$ cat src/rtl/shift_unit_pipe_if.sv
// ----------------------------------------------------------------------------
// shift_unit_pipe_if
// Handshake and data bundle for the pipelined shift unit.
//
//   in_valid / in_ready   : operand transfer, upstream -> shifter
//   data_in               : signed operand
//   shift_amount          : unsigned shift count
//   mode                  : 00 asr, 01 lsr, 10 asr rounded, 11 lsl saturating
//   out_valid / out_ready : result transfer, shifter -> downstream
//   data_out, sat_flag    : signed result and clamp indication
//
// master : the environment driving operands and consuming results
// slave  : the shift unit itself
// ----------------------------------------------------------------------------
interface shift_unit_pipe_if #(
  parameter int WORD_WIDTH  = 16,
  parameter int SHIFT_WIDTH = 4
);
  logic                   in_valid;
  logic                   in_ready;
  logic [WORD_WIDTH-1:0]  data_in;
  logic [SHIFT_WIDTH-1:0] shift_amount;
  logic [1:0]             mode;
  logic                   out_valid;
  logic                   out_ready;
  logic [WORD_WIDTH-1:0]  data_out;
  logic                   sat_flag;

  modport master (
    output in_valid, data_in, shift_amount, mode, out_ready,
    input  in_ready, out_valid, data_out, sat_flag
  );

  modport slave (
    input  in_valid, data_in, shift_amount, mode, out_ready,
    output in_ready, out_valid, data_out, sat_flag
  );
endinterface

$ cat src/rtl/shift_unit_pipe.sv
// ----------------------------------------------------------------------------
// shift_unit_pipe
// Pipelined barrel shifter with four modes (arithmetic right, logical right,
// arithmetic right with round-half-up, saturating left). One shift stage per
// bit of shift_amount (LSB first, stage k shifts by 2^k), followed by one
// output stage that applies rounding or saturation. Latency SHIFT_WIDTH+1.
//
// Ports
//   clk   : clock, rising edge
//   rst   : asynchronous active-high reset
//   bus   : shift_unit_pipe_if.slave (operand in, result out, handshakes)
//
// Flow control is a single global advance: every stage loads when the output
// register is empty or being consumed, and everything holds otherwise. Bubbles
// travel through the pipe like operands and are never squeezed out.
// ----------------------------------------------------------------------------
module shift_unit_pipe #(
  parameter int WORD_WIDTH  = 16,
  parameter int SHIFT_WIDTH = 4
) (
  input logic              clk,
  input logic              rst,
  shift_unit_pipe_if.slave bus
);

  localparam int WW = WORD_WIDTH;
  localparam int SW = SHIFT_WIDTH;

  localparam logic [1:0] MODE_ASR  = 2'b00;
  localparam logic [1:0] MODE_LSR  = 2'b01;
  localparam logic [1:0] MODE_RND  = 2'b10;
  localparam logic [1:0] MODE_LSAT = 2'b11;

  localparam logic [WW-1:0] SAT_POS = {1'b0, {(WW-1){1'b1}}};
  localparam logic [WW-1:0] SAT_NEG = {1'b1, {(WW-1){1'b0}}};

  logic adv;

  logic          out_valid_q;
  logic [WW-1:0] data_out_q;
  logic          sat_flag_q;

  assign adv          = bus.out_ready | ~out_valid_q;
  assign bus.in_ready = adv;

  // --------------------------------------------------------------------------
  // Shift stages. Each stage carries:
  //   vld_q  : slot holds an operand
  //   mode_q : operation
  //   val_q  : partial result
  //   sh_q   : shift amount (stage k consumes bit k)
  //   sgn_q  : sign of the original operand (fill bit and clamp direction)
  //   grd_q  : last bit shifted out on the right so far (rounding increment)
  //   ovf_q  : sticky, some bit lost on the left differed from the sign
  // --------------------------------------------------------------------------
  for (genvar k = 0; k < SW; k++) begin : g_stage
    localparam int N = 2 ** k;

    logic          vld_s;
    logic [1:0]    mode_s;
    logic [WW-1:0] val_s;
    logic [SW-1:0] sh_s;
    logic          sgn_s;
    logic          grd_s;
    logic          ovf_s;

    if (k == 0) begin : g_src_in
      assign vld_s  = bus.in_valid;
      assign mode_s = bus.mode;
      assign val_s  = bus.data_in;
      assign sh_s   = bus.shift_amount;
      assign sgn_s  = bus.data_in[WW-1];
      assign grd_s  = 1'b0;
      assign ovf_s  = 1'b0;
    end else begin : g_src_prev
      assign vld_s  = g_stage[k-1].vld_q;
      assign mode_s = g_stage[k-1].mode_q;
      assign val_s  = g_stage[k-1].val_q;
      assign sh_s   = g_stage[k-1].sh_q;
      assign sgn_s  = g_stage[k-1].sgn_q;
      assign grd_s  = g_stage[k-1].grd_q;
      assign ovf_s  = g_stage[k-1].ovf_q;
    end

    logic          fill;
    logic [WW-1:0] rsh;
    logic          rgrd;
    logic [WW-1:0] lsh;
    logic          lovf;

    assign fill = (mode_s == MODE_LSR) ? 1'b0 : sgn_s;

    if (N >= WW) begin : g_wide
      // Whole word leaves: right shift collapses to fill, left shift to zero.
      // Any non-zero word loses a bit that disagrees with the final MSB.
      assign rsh  = {WW{fill}};
      assign rgrd = fill;
      assign lsh  = '0;
      assign lovf = |val_s;
    end else begin : g_narrow
      logic [2*WW-1:0] rext;
      assign rext = {{WW{fill}}, val_s} >> N;
      assign rsh  = rext[WW-1:0];
      // Bit N-1 of the current word is original bit (s_so_far-1), so the last
      // shifting stage leaves exactly the final shifted-out bit here.
      assign rgrd = val_s[N-1];
      assign lsh  = val_s << N;
      // The N bits dropped plus the new MSB must all equal the original sign.
      // Overlap with the previous stage's window is harmless.
      assign lovf = (val_s[WW-1 -: N+1] != {(N+1){sgn_s}});
    end

    logic [WW-1:0] val_d;
    logic          grd_d;
    logic          ovf_d;

    always_comb begin
      val_d = val_s;
      grd_d = grd_s;
      ovf_d = ovf_s;
      if (sh_s[k]) begin
        if (mode_s == MODE_LSAT) begin
          val_d = lsh;
          ovf_d = ovf_s | lovf;
        end else begin
          val_d = rsh;
          grd_d = rgrd;
        end
      end
    end

    logic          vld_q;
    logic [1:0]    mode_q;
    logic [WW-1:0] val_q;
    logic [SW-1:0] sh_q;
    logic          sgn_q;
    logic          grd_q;
    logic          ovf_q;

    always_ff @(posedge clk or posedge rst) begin
      if (rst) begin
        vld_q  <= 1'b0;
        mode_q <= MODE_ASR;
        val_q  <= '0;
        sh_q   <= '0;
        sgn_q  <= 1'b0;
        grd_q  <= 1'b0;
        ovf_q  <= 1'b0;
      end else if (adv) begin
        vld_q  <= vld_s;
        mode_q <= mode_s;
        val_q  <= val_d;
        sh_q   <= sh_s;
        sgn_q  <= sgn_s;
        grd_q  <= grd_d;
        ovf_q  <= ovf_d;
      end
    end
  end

  // --------------------------------------------------------------------------
  // Output stage: rounding increment or saturation clamp.
  // Rounding cannot overflow: with s>=1 the shifted value is at most
  // 2^(WW-2)-1, and with s=0 the guard is 0.
  // --------------------------------------------------------------------------
  logic          fin_vld;
  logic [1:0]    fin_mode;
  logic [WW-1:0] fin_val;
  logic          fin_sgn;
  logic          fin_grd;
  logic          fin_ovf;

  assign fin_vld  = g_stage[SW-1].vld_q;
  assign fin_mode = g_stage[SW-1].mode_q;
  assign fin_val  = g_stage[SW-1].val_q;
  assign fin_sgn  = g_stage[SW-1].sgn_q;
  assign fin_grd  = g_stage[SW-1].grd_q;
  assign fin_ovf  = g_stage[SW-1].ovf_q;

  logic [WW-1:0] data_out_d;
  logic          sat_flag_d;

  always_comb begin
    data_out_d = fin_val;
    sat_flag_d = 1'b0;
    case (fin_mode)
      MODE_RND: begin
        data_out_d = fin_val + {{(WW-1){1'b0}}, fin_grd};
      end
      MODE_LSAT: begin
        if (fin_ovf) begin
          data_out_d = fin_sgn ? SAT_NEG : SAT_POS;
          sat_flag_d = 1'b1;
        end
      end
      default: begin
        data_out_d = fin_val;
      end
    endcase
  end

  always_ff @(posedge clk or posedge rst) begin
    if (rst) begin
      out_valid_q <= 1'b0;
      data_out_q  <= '0;
      sat_flag_q  <= 1'b0;
    end else if (adv) begin
      out_valid_q <= fin_vld;
      data_out_q  <= data_out_d;
      sat_flag_q  <= sat_flag_d;
    end
  end

  assign bus.out_valid = out_valid_q;
  assign bus.data_out  = data_out_q;
  assign bus.sat_flag  = sat_flag_q;

endmodule

$ cat src/flat_wrapper.sv
// flat-port wrapper written by rule: the top's interface ports become plain ports
module shift_unit_pipe_flat 
#(
  parameter int WORD_WIDTH  = 16,
  parameter int SHIFT_WIDTH = 4
)
  (clk, rst, bus_in_valid, bus_data_in, bus_shift_amount, bus_mode, bus_out_ready, bus_in_ready, bus_out_valid, bus_data_out, bus_sat_flag);
  shift_unit_pipe_if #(.WORD_WIDTH(WORD_WIDTH), .SHIFT_WIDTH(SHIFT_WIDTH)) bus_i ();
  input logic clk;
  input logic rst;
  input wire logic [$bits(bus_i.in_valid)-1:0] bus_in_valid;
  input wire logic [$bits(bus_i.data_in)-1:0] bus_data_in;
  input wire logic [$bits(bus_i.shift_amount)-1:0] bus_shift_amount;
  input wire logic [$bits(bus_i.mode)-1:0] bus_mode;
  input wire logic [$bits(bus_i.out_ready)-1:0] bus_out_ready;
  output wire logic [$bits(bus_i.in_ready)-1:0] bus_in_ready;
  output wire logic [$bits(bus_i.out_valid)-1:0] bus_out_valid;
  output wire logic [$bits(bus_i.data_out)-1:0] bus_data_out;
  output wire logic [$bits(bus_i.sat_flag)-1:0] bus_sat_flag;
  assign bus_i.in_valid = bus_in_valid;
  assign bus_i.data_in = bus_data_in;
  assign bus_i.shift_amount = bus_shift_amount;
  assign bus_i.mode = bus_mode;
  assign bus_i.out_ready = bus_out_ready;
  assign bus_in_ready = bus_i.in_ready;
  assign bus_out_valid = bus_i.out_valid;
  assign bus_data_out = bus_i.data_out;
  assign bus_sat_flag = bus_i.sat_flag;
  shift_unit_pipe #(.WORD_WIDTH(WORD_WIDTH), .SHIFT_WIDTH(SHIFT_WIDTH)) u_core (.clk(clk), .rst(rst), .bus(bus_i));
endmodule
$ cat config.mk
export PLATFORM = sky130hd
export DESIGN_NAME = shift_unit_pipe_flat
export DESIGN_NICKNAME = d
export VERILOG_FILES = /design/src/rtl/shift_unit_pipe_if.sv /design/src/rtl/shift_unit_pipe.sv /design/src/flat_wrapper.sv
export SDC_FILE = /design/constraint.sdc
export NUM_CORES = 1
export LEC_CHECK = 0
export CAP_MARGIN = 25
export CORE_ASPECT_RATIO = 0.8
export CORE_UTILIZATION = 40
export DETAILED_ROUTE_END_ITERATION = 12
export DONT_BUFFER_PORTS = 1
export SYNTH_ARGS = -nofsm -noshare
export SYNTH_HDL_FRONTEND = slang
export SYNTH_SLANG_ARGS = --single-unit
$ cat constraint.sdc
create_clock -name clk -period 4.7 [get_ports clk]
set_input_delay 1.41 -clock clk [delete_from_list [all_inputs] [get_ports clk]]
set_output_delay 1.41 -clock clk [all_outputs]
set_load 0.1 [all_outputs]
==> results of run 1 <==
worst min-delay path: cells and delay by family (launching register included):
family	cells	cell delay (ns)
DFF	1	0.34
and+or+nand+nor	2	0.10
cell usage in the layout (no fill, tap or decap), types with 2 or more instances in the layout:
cell,instances
o31a_2,2
a21o_1,33
inv_1,8
nand4_1,5
ha_1,2
clkbuf_16,9
and3_1,11
o32a_1,2
buf_4,8
dfrtp_1,112
a21oi_1,23
o22ai_1,2
nor3_1,3
o21ai_0,30
nand4_2,2
or3_2,2
o211ai_1,2
a41oi_1,2
a211oi_1,6
and2_1,3
a22oi_1,10
xnor2_1,3
clkbuf_8,2
a221oi_1,11
nor2_1,73
nand2_1,141
nand3_1,37
clkinv_4,2
a311oi_1,26
nor2b_1,11
o31ai_1,8
a31oi_1,21
mux2i_1,4
nand2b_1,3
or4_1,2
nor4_1,10
stage by stage:
stage / instances / power (mW)
final: 837 / 4.81
after global routing: 837 / 5.14
after CTS: 836 / 4.82
after detailed placement: 820 / 4.01
after global placement: 820 / 3.94
after floorplan: 683 / 3.58
flip-flops by register name, indices dropped and copies added, names as in the netlist, 2 cells and up:
register,count
u_core.bus.data_out,16
u_core.fin_mode,2
u_core.fin_val,16
u_core.g_stage.grd_q,3
u_core.g_stage.mode_q,6
u_core.g_stage.ovf_q,3
u_core.g_stage.sgn_q,3
u_core.g_stage.sh_q,6
u_core.g_stage.val_q,48
u_core.g_stage.vld_q,3
area by class of cell:
| cell class | count | area share, % |
|---|---|---|
| inverters | 11 | 0.699 |
| flip-flops and latches | 112 | 44.7 |
| clock inverters | 4 | 0.838 |
| clock buffers | 12 | 4.09 |
| well taps | 184 | 3.67 |
| repair buffers | 9 | 1.40 |
| multi-input cells | 505 | 44.6 |
worst min-delay path by stage:
stage | from | to | slack (ns) | depth (start not counted)
6_report | u_core.fin_vld$_DFFE_PP0P_ | u_core.fin_vld$_DFFE_PP0P_ | 0.46 | 2
5_1_grt | u_core.fin_vld$_DFFE_PP0P_ | u_core.fin_vld$_DFFE_PP0P_ | 0.49 | 2
3_5_place_dp | u_core.fin_vld$_DFFE_PP0P_ | u_core.fin_vld$_DFFE_PP0P_ | 0.45 | 2
4_1_cts | u_core.fin_vld$_DFFE_PP0P_ | u_core.fin_vld$_DFFE_PP0P_ | 0.46 | 2
2_1_floorplan | u_core.fin_vld$_DFFE_PP0P_ | u_core.fin_vld$_DFFE_PP0P_ | 0.43 | 2
3_3_place_gp | u_core.fin_vld$_DFFE_PP0P_ | u_core.fin_vld$_DFFE_PP0P_ | 0.44 | 2
cell families (layout without fill, tap and decap cells):
logic type | count (synthesis) | after routing | synth area share (%)
buffers and inverters | 66 | 36 | 4.65
adders and majority gates | 2 | 2 | 0.427
DFF | 112 | 112 | 47.8
and+or+nand+nor | 307 | 307 | 23.1
xor gates and xnor gates | 3 | 3 | 0.448
muxes | 4 | 4 | 0.683
AOI/OAI and AO/OA | 189 | 189 | 22.9
layer usage:
| layer | vias to the layer above | wire [µm] |
|---|---|---|
| met5 | - | 0 |
| met4 | 0 | 148 |
| met3 | 14 | 903 |
| met2 | 154 | 6060 |
| met1 | 2423 | 7300 |
| li1 | 2375 | - |
power groups by stage:
stage | logic (mW) | clock network (mW) | registers (mW)
2_1_floorplan | 1.29 | 0 | 2.29
3_3_place_gp | 1.43 | 0 | 2.52
3_5_place_dp | 1.47 | 0 | 2.54
4_1_cts | 1.48 | 0.821 | 2.52
5_1_grt | 1.69 | 0.851 | 2.60
6_report | 1.49 | 0.800 | 2.52
==> results.md, run 1 <==
- Initial DRT Pass Iterations: 5
- Longest Clk Path Bufs: 2
- Total wire length: 14.4 mm
- Final Instance Area: 0.00627 mm²
- Number of remaining DRC errors: 0
- Via/cell ratio: 5.93
- Crit path launch type: primary input
- GR Layer Usage met1: 32.1%
- Core area: 0.0143 mm²
- Cells on worst reg2reg path: 6
- DPL Wire Length: 9.86 mm
- Syn Nets: 711
- Final Hold Violating Endpoints: 0
- Synth Register Bits: 112
- Starting DRT DRC Count: 482
- Wire per inst: 17.2 µm
- Met3 GRT Util: 4.76%
- IO buf count: 0
- CTS H-tree lvls: 3
- Die span in x: 137 µm
- Die Area: 0.0151 mm²
- First-pass GRT wire length: 23.8 mm
- Net Sw Frac: 48.7%
- Worst R2R Setup Slack: 2.25 ns
- Clock skew: 0.00904 ns
- Vias: 4,966
- CP Depth: 2
- # diodes: 0
- WS Path Type: in2out
- Share of cells above drive strength 1: 5.97%
- Crit Path Max Fanout: 13
- Post-synth EDFFs: 0
- Post-route ant nets: 0
- Fmax: 0.301 GHz
- TritonCTS clock tree: built
- Min-Delay Path Class: reg2reg
- Clock Sinks: 112
- Critical Path AT: 1.91 ns
- Netlist Area Pre-Place: 0.00586 mm²
- Leading area contributor after synthesis: dfrtp_1
- Clock Power Share: 16.6%
- Fin crit share: 70.7%
- Largest net degree at the start of global routing: 111
- Most common cell in the netlist: nand2_1
- Most frequent cells after synthesis: nand2_1, dfrtp_1, nor2_1, nand3_1, clkbuf_1
- FF-to-FF Start: u_core.bus.out_valid$_DFFE_PP0P_
- Int Pwr: 2.47 mW
- Setup TNS: 0 ns
- Flop pwr share: 52.4%
- Worst slew margin: 33.6%
- Vias in the first global route: 4,461
- Crit-path cells: nor2b_4 > inv_2
- RSZ-0062 raised after global routing: no
- Slew Viols, Final: 0
- Multi-input logic area: 0.00280 mm²
- Avg Cell Area, Syn: 8.58 µm²
- Worst skew pair latency: 0.36 ns
- Clock slew seen by the registers of the worst setup and hold paths: 0.07 ns
- Initial antenna violation count: 0
- Pre-CTS setup slack: 1.37 ns
- Critical path origin: bus_out_ready
- Total CTS buffers: 9
- Pleak: 2.75 nW
- PD cells: 768 mW/mm²
- Final #Nets: 676
- Clock root buffer: clkbuf_16
- Post-Synthesis Cells: 683
- Fin crit period: 3.32 ns
- Synth top area cells: dfrtp_1, nand2_1, nor2_1
- Worst vdd ir: 367 µV
- Worst path max stage delay: 0.47 ns
- CP delay by family, top: buffers and inverters
- Min Hold Slack: 0.462 ns
- Top FF cell, synth: dfrtp_1
- DP Area: 0.00593 mm²
- Critical path capture point: bus_in_ready
- Hold buffer count at cts: 0
- Total GRT Usage: 20.6%
- Most Used Layer, Global Route: met1
- Post-CTS Setup Bufs: 0
- Slew @ Worst Pin: 0.997 ns
- Die Height: 110 µm
- Share of the synthesized area in the top cell type: 47.8%
- Total grt overflow: 0
- Reg2Reg Capture Point: u_core.bus.data_out[10]$_DFFE_PP0P_
- Number of core rows: 39
- Final Setup Violations: 0
- Register area share after synthesis: 47.8%
- GP Congestion: 0.853
- Data required, critical path: 3.29 ns
- Asr flop ratio synth: 100%
- Slowest stage cell, crit path: inv_2
- Synth Warn #: 0
- Max Cap Viol: 0
- Total of fill cells in the finished design: 1,395
- PostCTS Resize Cnt: 0
- P&R area growth vs syn: 6.91%
- Initial Utilization: 41.0%
- Sw power: 2.34 mW
- IO Count: 45
- Status: finished clean
- CP Buf/Inv Count: 1
- Critical Path Sink Type: primary output
- FF/Latch Area: 0.00280 mm²
- Combinational share of power: 30.9%
- Min setup slack post-route: 1.38 ns
- Post-layout util: 43.8%
- Unique cell type count in the Yosys netlist: 52
- Met2 GRT Util: 27.7%
No activity file was read; power rests on OpenSTA's default activity.
==> run 2, diff against run 1 <==
==> constraint.sdc (replaced) <==
create_clock -name clk -period 3.1 [get_ports clk]
set_input_delay 0.93 -clock clk [delete_from_list [all_inputs] [get_ports clk]]
set_output_delay 0.93 -clock clk [all_outputs]
set_load 0.1 [all_outputs]
==> run 2 against run 1 <==
Net effect: via count about the same; global-route usage down 0.64 points; sequential share of layout area about the same; cell area about the same; flip-flop and latch count unchanged; count of clock-buffer cells in the layout down 1; critical path type unchanged; critical endpoint unchanged; largest power group unchanged.
==> results.md, run 2 (synthesis results as in run 1) <==
- Crit path launch type: primary input (unchanged)
- Final Setup Violations: 0 (unchanged)
- Data required, critical path: 2.17 ns (was 3.29 ns)
- Final Hold Violating Endpoints: 0 (unchanged)
- Worst skew pair latency: 0.36 ns (about the same)
- CP Buf/Inv Count: 1 (unchanged)
- Starting DRT DRC Count: 416 (was 482)
- Die span in x: 137 µm (unchanged)
- Fin crit period: 2.33 ns
- Crit-path cells: nor2b_4 > inv_2 (unchanged)
- Share of cells above drive strength 1: 6.41% (was 5.97%)
- Hold Path End: u_core.g_stage[0].sh_q[3]$_DFFE_PP0P_ (was u_core.fin_vld$_DFFE_PP0P_)
- Fmax: 0.429 GHz
- Initial DRT Pass Iterations: 4 (was 5)
- Core area: 0.0143 mm² (unchanged)
- Worst R2R Setup Slack: 1.00 ns (was 2.25 ns)
- Reg2Reg Capture Point: u_core.bus.data_out[7]$_DFFE_PP0P_ (was u_core.bus.data_out[10]$_DFFE_PP0P_)
- Post-CTS Setup Bufs: 0 (unchanged)
- Commonest non-fill, non-tap cell in the layout: nand2_1 (unchanged)
- RSZ-0062 raised after global routing: no (unchanged)
- Clock Sinks: 112 (unchanged)
- DP Area: 0.00598 mm² (was 0.00593 mm²)
- Cells on worst reg2reg path: 6 (unchanged)
- Total wire length: 14.2 mm (was 14.4 mm)
- DPL Wire Length: 10.0 mm (was 9.86 mm)
- # diodes: 0 (unchanged)
- Setup TNS: 0 ns (unchanged)
- CTS H-tree lvls: 3 (unchanged)
- Pleak: 2.75 nW (about the same)
- Die Height: 110 µm (unchanged)
- Vias in the first global route: 4,351 (was 4,461)
- Min Hold Slack: 0.468 ns (was 0.462 ns)
- FF-to-FF Start: u_core.bus.out_valid$_DFFE_PP0P_ (unchanged)
- Worst slew margin: 31.8% (was 33.6%)
- Die Area: 0.0151 mm² (unchanged)
- Post-route ant nets: 0 (unchanged)
- Via/cell ratio: 5.92 (was 5.93)
- CP delay by family, top: buffers and inverters (unchanged)
- Critical path origin: bus_out_ready (unchanged)
- First-pass GRT wire length: 23.3 mm (was 23.8 mm)
- Final Instance Area: 0.00627 mm² (about the same)
- Slew @ Worst Pin: 1.02 ns (was 0.997 ns)
- Total power: 7.22 mW (was 4.81 mW)
- PD cells: 1150 mW/mm² (was 768 mW/mm²)
- Fin crit share: 75.2%
- Final #Nets: 678 (was 676)
- Initial Utilization: 41.0% (unchanged)
- Most flops, register: u_core.g_stage.val_q (unchanged)
- Post-layout util: 43.9% (was 43.8%)
- Hold path cells: 2 (unchanged)
- Vias: 4,964 (was 4,966)
- IO buf count: 0 (unchanged)
- Crit Path Max Fanout: 9 (was 13)
- Most frequent cells in the layout: nand2_1, dfrtp_1, nor2_1 (unchanged)
- Status: finished clean (unchanged)
- IO Count: 45 (unchanged)
- Total CTS buffers: 9 (unchanged)
- Wire per inst: 16.9 µm (was 17.2 µm)
- P&R area growth vs syn: 6.96% (was 6.91%)
- Min-Delay Path Class: reg2reg (unchanged)
- Number of core rows: 39 (unchanged)
- Clock root buffer: clkbuf_16 (unchanged)
- Total GRT Usage: 19.9% (was 20.6%)
- Max Cap Viol: 0 (unchanged)
- Clock slew seen by the registers of the worst setup and hold paths: 0.07 ns (about the same)
- Critical Path AT: 1.40 ns (was 1.91 ns)
- Slowest stage cell, crit path: inv_2 (unchanged)
- Worst vdd ir: 566 µV (was 367 µV)
- GP Congestion: 0.897 (was 0.853)
- Critical Path Sink Type: primary output (unchanged)
- WS Path Type: in2out (unchanged)
- Clock skew: 0.0122 ns (was 0.00904 ns)
- Slew Viols, Final: 0 (unchanged)
- Hold buffer count at cts: 0 (unchanged)
- TritonCTS clock tree: built (unchanged)
- Worst path max stage delay: 0.43 ns (was 0.47 ns)
- Total grt overflow: 0 (unchanged)
- PostCTS Resize Cnt: 0 (unchanged)
- Largest net degree at the start of global routing: 155 (was 111)
- Longest Clk Path Bufs: 2 (unchanged)
- Hold Startpoint: u_core.g_stage[0].sh_q[3]$_DFFE_PP0P_ (was u_core.fin_vld$_DFFE_PP0P_)
- Initial antenna violation count: 0 (unchanged)
- Max FFs per register: 48 (unchanged)
- Number of remaining DRC errors: 0 (unchanged)
## run 2: cell types whose count changed in the layout (fill, tap and decap cells not counted), sizes merged
cell | previous run | this run
clkbuf | 12 | 11
clkinv | 4 | 2
clkinvlp | 0 | 3
inv | 10 | 11
bufinv | 1 | 0
buf | 9 | 11
## run 2: layout make-up
| type | count | area, µm² |
|---|---|---|
| fillers | 1415 | 8030 |
| flip-flops and latches | 112 | 2800 |
| multi-input cells | 505 | 2800 |
| clock buffers | 11 | 253 |
| well taps | 184 | 230 |
| repair buffers | 11 | 108 |
| inverters | 11 | 45.0 |
| clock inverters | 5 | 37.5 |
## run 2: per-layer routing
metal  track usage (%)  vias up  wire [µm]
met5                 0        -          0
met4              3.69        0         72
met3              6.17        6        941
met2              28.4      144       6260
met1              29.7     2431       6900
li1                  -     2383          -
## run 2: power breakdown
part           switching [mW]  internal, mW  total (mW)
sequential               1.68          2.11        3.79
combinational            1.32         0.964        2.28
clock                   0.545         0.594        1.14
## run 2: how the worst max path moves through the flow
stage	end	slack, ns	cells after the start
2_1_floorplan	bus_in_ready	0.20	4
3_3_place_gp	u_core.bus.data_out[13]$_DFFE_PP0P_	0.60	5
3_5_place_dp	u_core.bus.data_out[7]$_DFFE_PP0P_	0.52	6
4_1_cts	bus_in_ready	0.76	2
5_1_grt	bus_in_ready	0.75	2
6_report	bus_in_ready	0.77	2
## run 2: per-stage QoR
| step | worst slack, ns | instances |
|---|---|---|
| 3_5_place_dp | 0.522 | 823 |
| 4_1_cts | 0.763 | 839 |
| 2_1_floorplan | 0.199 | 683 |
| 3_3_place_gp | 0.596 | 823 |
| 6_report | 0.770 | 839 |
| 5_1_grt | 0.747 | 839 |
==> run 3, diff against run 2 <==
==> constraint.sdc (replaced) <==
create_clock -name clk -period 2.2 [get_ports clk]
set_input_delay 0.66 -clock clk [delete_from_list [all_inputs] [get_ports clk]]
set_output_delay 0.66 -clock clk [all_outputs]
set_load 0.1 [all_outputs]
==> run 3 against run 2 <==
Net effect: critical path type is now reg2reg; critical path depth rose by 3; cell area up 2.7%; largest cell class unchanged; register-to-register slack got worse by 0.66 ns; critical endpoint is now u_core.bus.data_out[10]$_DFFE_PP0P_; global-route usage hardly changed.
==> results.md, run 3 (synthesis results as in run 1) <==
- Status: finished clean (unchanged)
- Hold buffer count at cts: 0 (unchanged)
- Crit Path Max Fanout: 12 (was 9)
- Total CTS buffers: 9 (unchanged)
- Initial DRT Pass Iterations: 4 (unchanged)
- Number of core rows: 39 (unchanged)
- CTS H-tree lvls: 3 (unchanged)
- Die Area: 0.0151 mm² (unchanged)
- Post-CTS Setup Bufs: 0 (unchanged)
- Initial Utilization: 41.0% (unchanged)
- Pre-CTS setup slack: 0.257 ns (was 0.522 ns)
- Min-Delay Path Class: in2async (was reg2reg)
- Top layer in use: met4 (unchanged)
- DPL Wire Length: 9.59 mm (was 10.0 mm)
- Dpl cells: 843 (was 823)
- Via/cell ratio: 5.71 (was 5.92)
- Fin crit period: 1.86 ns
- Total grt overflow: 0 (unchanged)
- Slew @ Worst Pin: 0.866 ns (was 1.02 ns)
- Final std cells w/o fill: 859 (was 839)
- IO Count: 45 (unchanged)
- Multi-input logic area: 0.00280 mm² (unchanged)
- Final #Nets: 698 (was 678)
- Min setup slack post-route: 0.335 ns (was 0.770 ns)
- Pleak: 2.86 nW (was 2.75 nW)
- Total wire length: 13.9 mm (was 14.2 mm)
- Cells on worst reg2reg path: 5 (was 6)
- Max FFs per register: 48 (unchanged)
- Total GRT Usage: 20.0% (was 19.9%)
- Initial antenna violation count: 0 (unchanged)
- Post-Route M1 WL: 7.00 mm (was 6.90 mm)
- Slowest stage cell, crit path: or2_2 (was inv_2)
- Crit path launch type: flip-flop (was primary input)
- Total of fill cells in the finished design: 1,414 (was 1,415)
- Crit-path cells: ha_1 > nand3_1 > or2_2 > nor4_1 > o32a_1 (was nor2b_4 > inv_2)
- Metal3 WL: 654 µm (was 941 µm)
- FF/Latch Area: 0.00280 mm² (about the same)
- WS Path Type: reg2reg (was in2out)
- Worst vdd ir: 883 µV (was 566 µV)
- Data required, critical path: 2.50 ns (was 2.17 ns)
- Total power: 10.5 mW (was 7.22 mW)
- Fmax: 0.536 GHz
- Share of cells above drive strength 1: 9.19% (was 6.41%)
- First-pass GRT wire length: 23.5 mm (was 23.3 mm)
- Reg2Reg Capture Point: u_core.bus.data_out[10]$_DFFE_PP0P_ (was u_core.bus.data_out[7]$_DFFE_PP0P_)
- Final Hold Violating Endpoints: 0 (unchanged)
- Max Cap Viol: 0 (unchanged)
- GP Congestion: 0.925 (was 0.897)
- P&R area growth vs syn: 9.80% (was 6.96%)
- FF-to-FF Start: u_core.fin_val[0]$_DFFE_PP0P_ (was u_core.bus.out_valid$_DFFE_PP0P_)
- Number of remaining DRC errors: 0 (unchanged)
- WL met2: 6.15 mm (was 6.26 mm)
- Starting DRT DRC Count: 342 (was 416)
- IO buf count: 0 (unchanged)
- Wire per inst: 16.1 µm (was 16.9 µm)
- Most frequent cells in the layout: nand2_1, dfrtp_1, nor2_1 (unchanged)
- Core area: 0.0143 mm² (unchanged)
- Setup TNS: 0 ns (unchanged)
- Vias: 4,905 (was 4,964)
- Slew Viols, Final: 0 (unchanged)
- Longest Clk Path Bufs: 2 (unchanged)
- Clock Sinks: 112 (unchanged)
- Fin crit share: 84.8%
- Die span in x: 137 µm (unchanged)
- Most flops, register: u_core.g_stage.val_q (unchanged)
- PD cells: 1630 mW/mm² (was 1150 mW/mm²)
- CP Buf/Inv Count: 0 (was 1)
- Commonest non-fill, non-tap cell in the layout: nand2_1 (unchanged)
- PostCTS Resize Cnt: 0 (unchanged)
- Worst skew pair latency: 0.36 ns (about the same)
- Worst path max stage delay: 0.42 ns (was 0.43 ns)
- Worst slew margin: 42.0% (was 31.8%)
- RSZ-0062 raised after global routing: no (unchanged)
- Post-route ant nets: 0 (unchanged)
- Critical Path AT: 2.17 ns (was 1.40 ns)
- # diodes: 0 (unchanged)
- Final Setup Violations: 0 (unchanged)
- Die Height: 110 µm (unchanged)
- Clock skew: 0.0120 ns (was 0.0122 ns)
- Vias in the first global route: 4,550 (was 4,351)
- Clock root buffer: clkbuf_16 (unchanged)
- Critical Path Sink Type: flip-flop (was primary output)
- Worst R2R Setup Slack: 0.34 ns (was 1.00 ns)
- TritonCTS clock tree: built (unchanged)
- Largest net degree at the start of global routing: 113 (was 155)
- CP delay by family, top: simple AND/OR/NAND/NOR gates (was buffers and inverters)
- Clock slew seen by the registers of the worst setup and hold paths: 0.07 ns (about the same)
run 3: cell count changes in the layout (fill, tap and decap cells not counted), sizes merged:
cell	change
inv	-1
clkinv	+1
buf	+20
clkinvlp	-2
clkbuf	+2
run 3: routing by layer:
layer	global-route usage, %	up-vias
met5	0	-
li1	-	2416
met3	5.30	5
met2	29.2	108
met1	29.3	2376
met4	4.47	0
run 3: worst max-delay path by stage:
stage,startpoint,end,slack [ns],cells after the start
floorplan,rst,u_core.bus.out_valid$_DFFE_PP0P_,0.06,1
global placement,bus_out_ready,u_core.fin_val[15]$_DFFE_PP0P_,0.29,4
detailed placement,bus_out_ready,u_core.fin_val[15]$_DFFE_PP0P_,0.26,4
CTS,u_core.bus.out_valid$_DFFE_PP0P_,bus_in_ready,0.31,3
global route,u_core.fin_val[0]$_DFFE_PP0P_,u_core.bus.data_out[10]$_DFFE_PP0P_,0.17,5
finish,u_core.fin_val[0]$_DFFE_PP0P_,u_core.bus.data_out[10]$_DFFE_PP0P_,0.34,5
run 3: area by class of cell:
| cell class | count | share of cell area (%) |
|---|---|---|
| well taps | 184 | 3.58 |
| clock inverters | 3 | 0.350 |
| flip-flops and latches | 112 | 43.6 |
| repair buffers | 31 | 4.20 |
| clock buffers | 13 | 4.20 |
| inverters | 11 | 0.700 |
| multi-input cells | 505 | 43.4 |
run 3: power by group:
| part | internal (mW) | total [mW] | switching, mW |
|---|---|---|---|
| sequential | 3.01 | 4.03 | 1.02 |
| combinational | 1.61 | 4.82 | 3.21 |
| clock | 0.867 | 1.62 | 0.751 |
| total | 5.48 | 10.5 | 4.98 |
run 3: through the flow:
step                hold WS, ns  instance area, µm²  utilization [%]
CTS                       0.365                6440             45.0
global placement          0.443                6140             43.0
detailed placement        0.449                6140             43.0
global route              0.393                6440             45.0
floorplan                 0.430                5870                -
finish                    0.312                6440             45.0
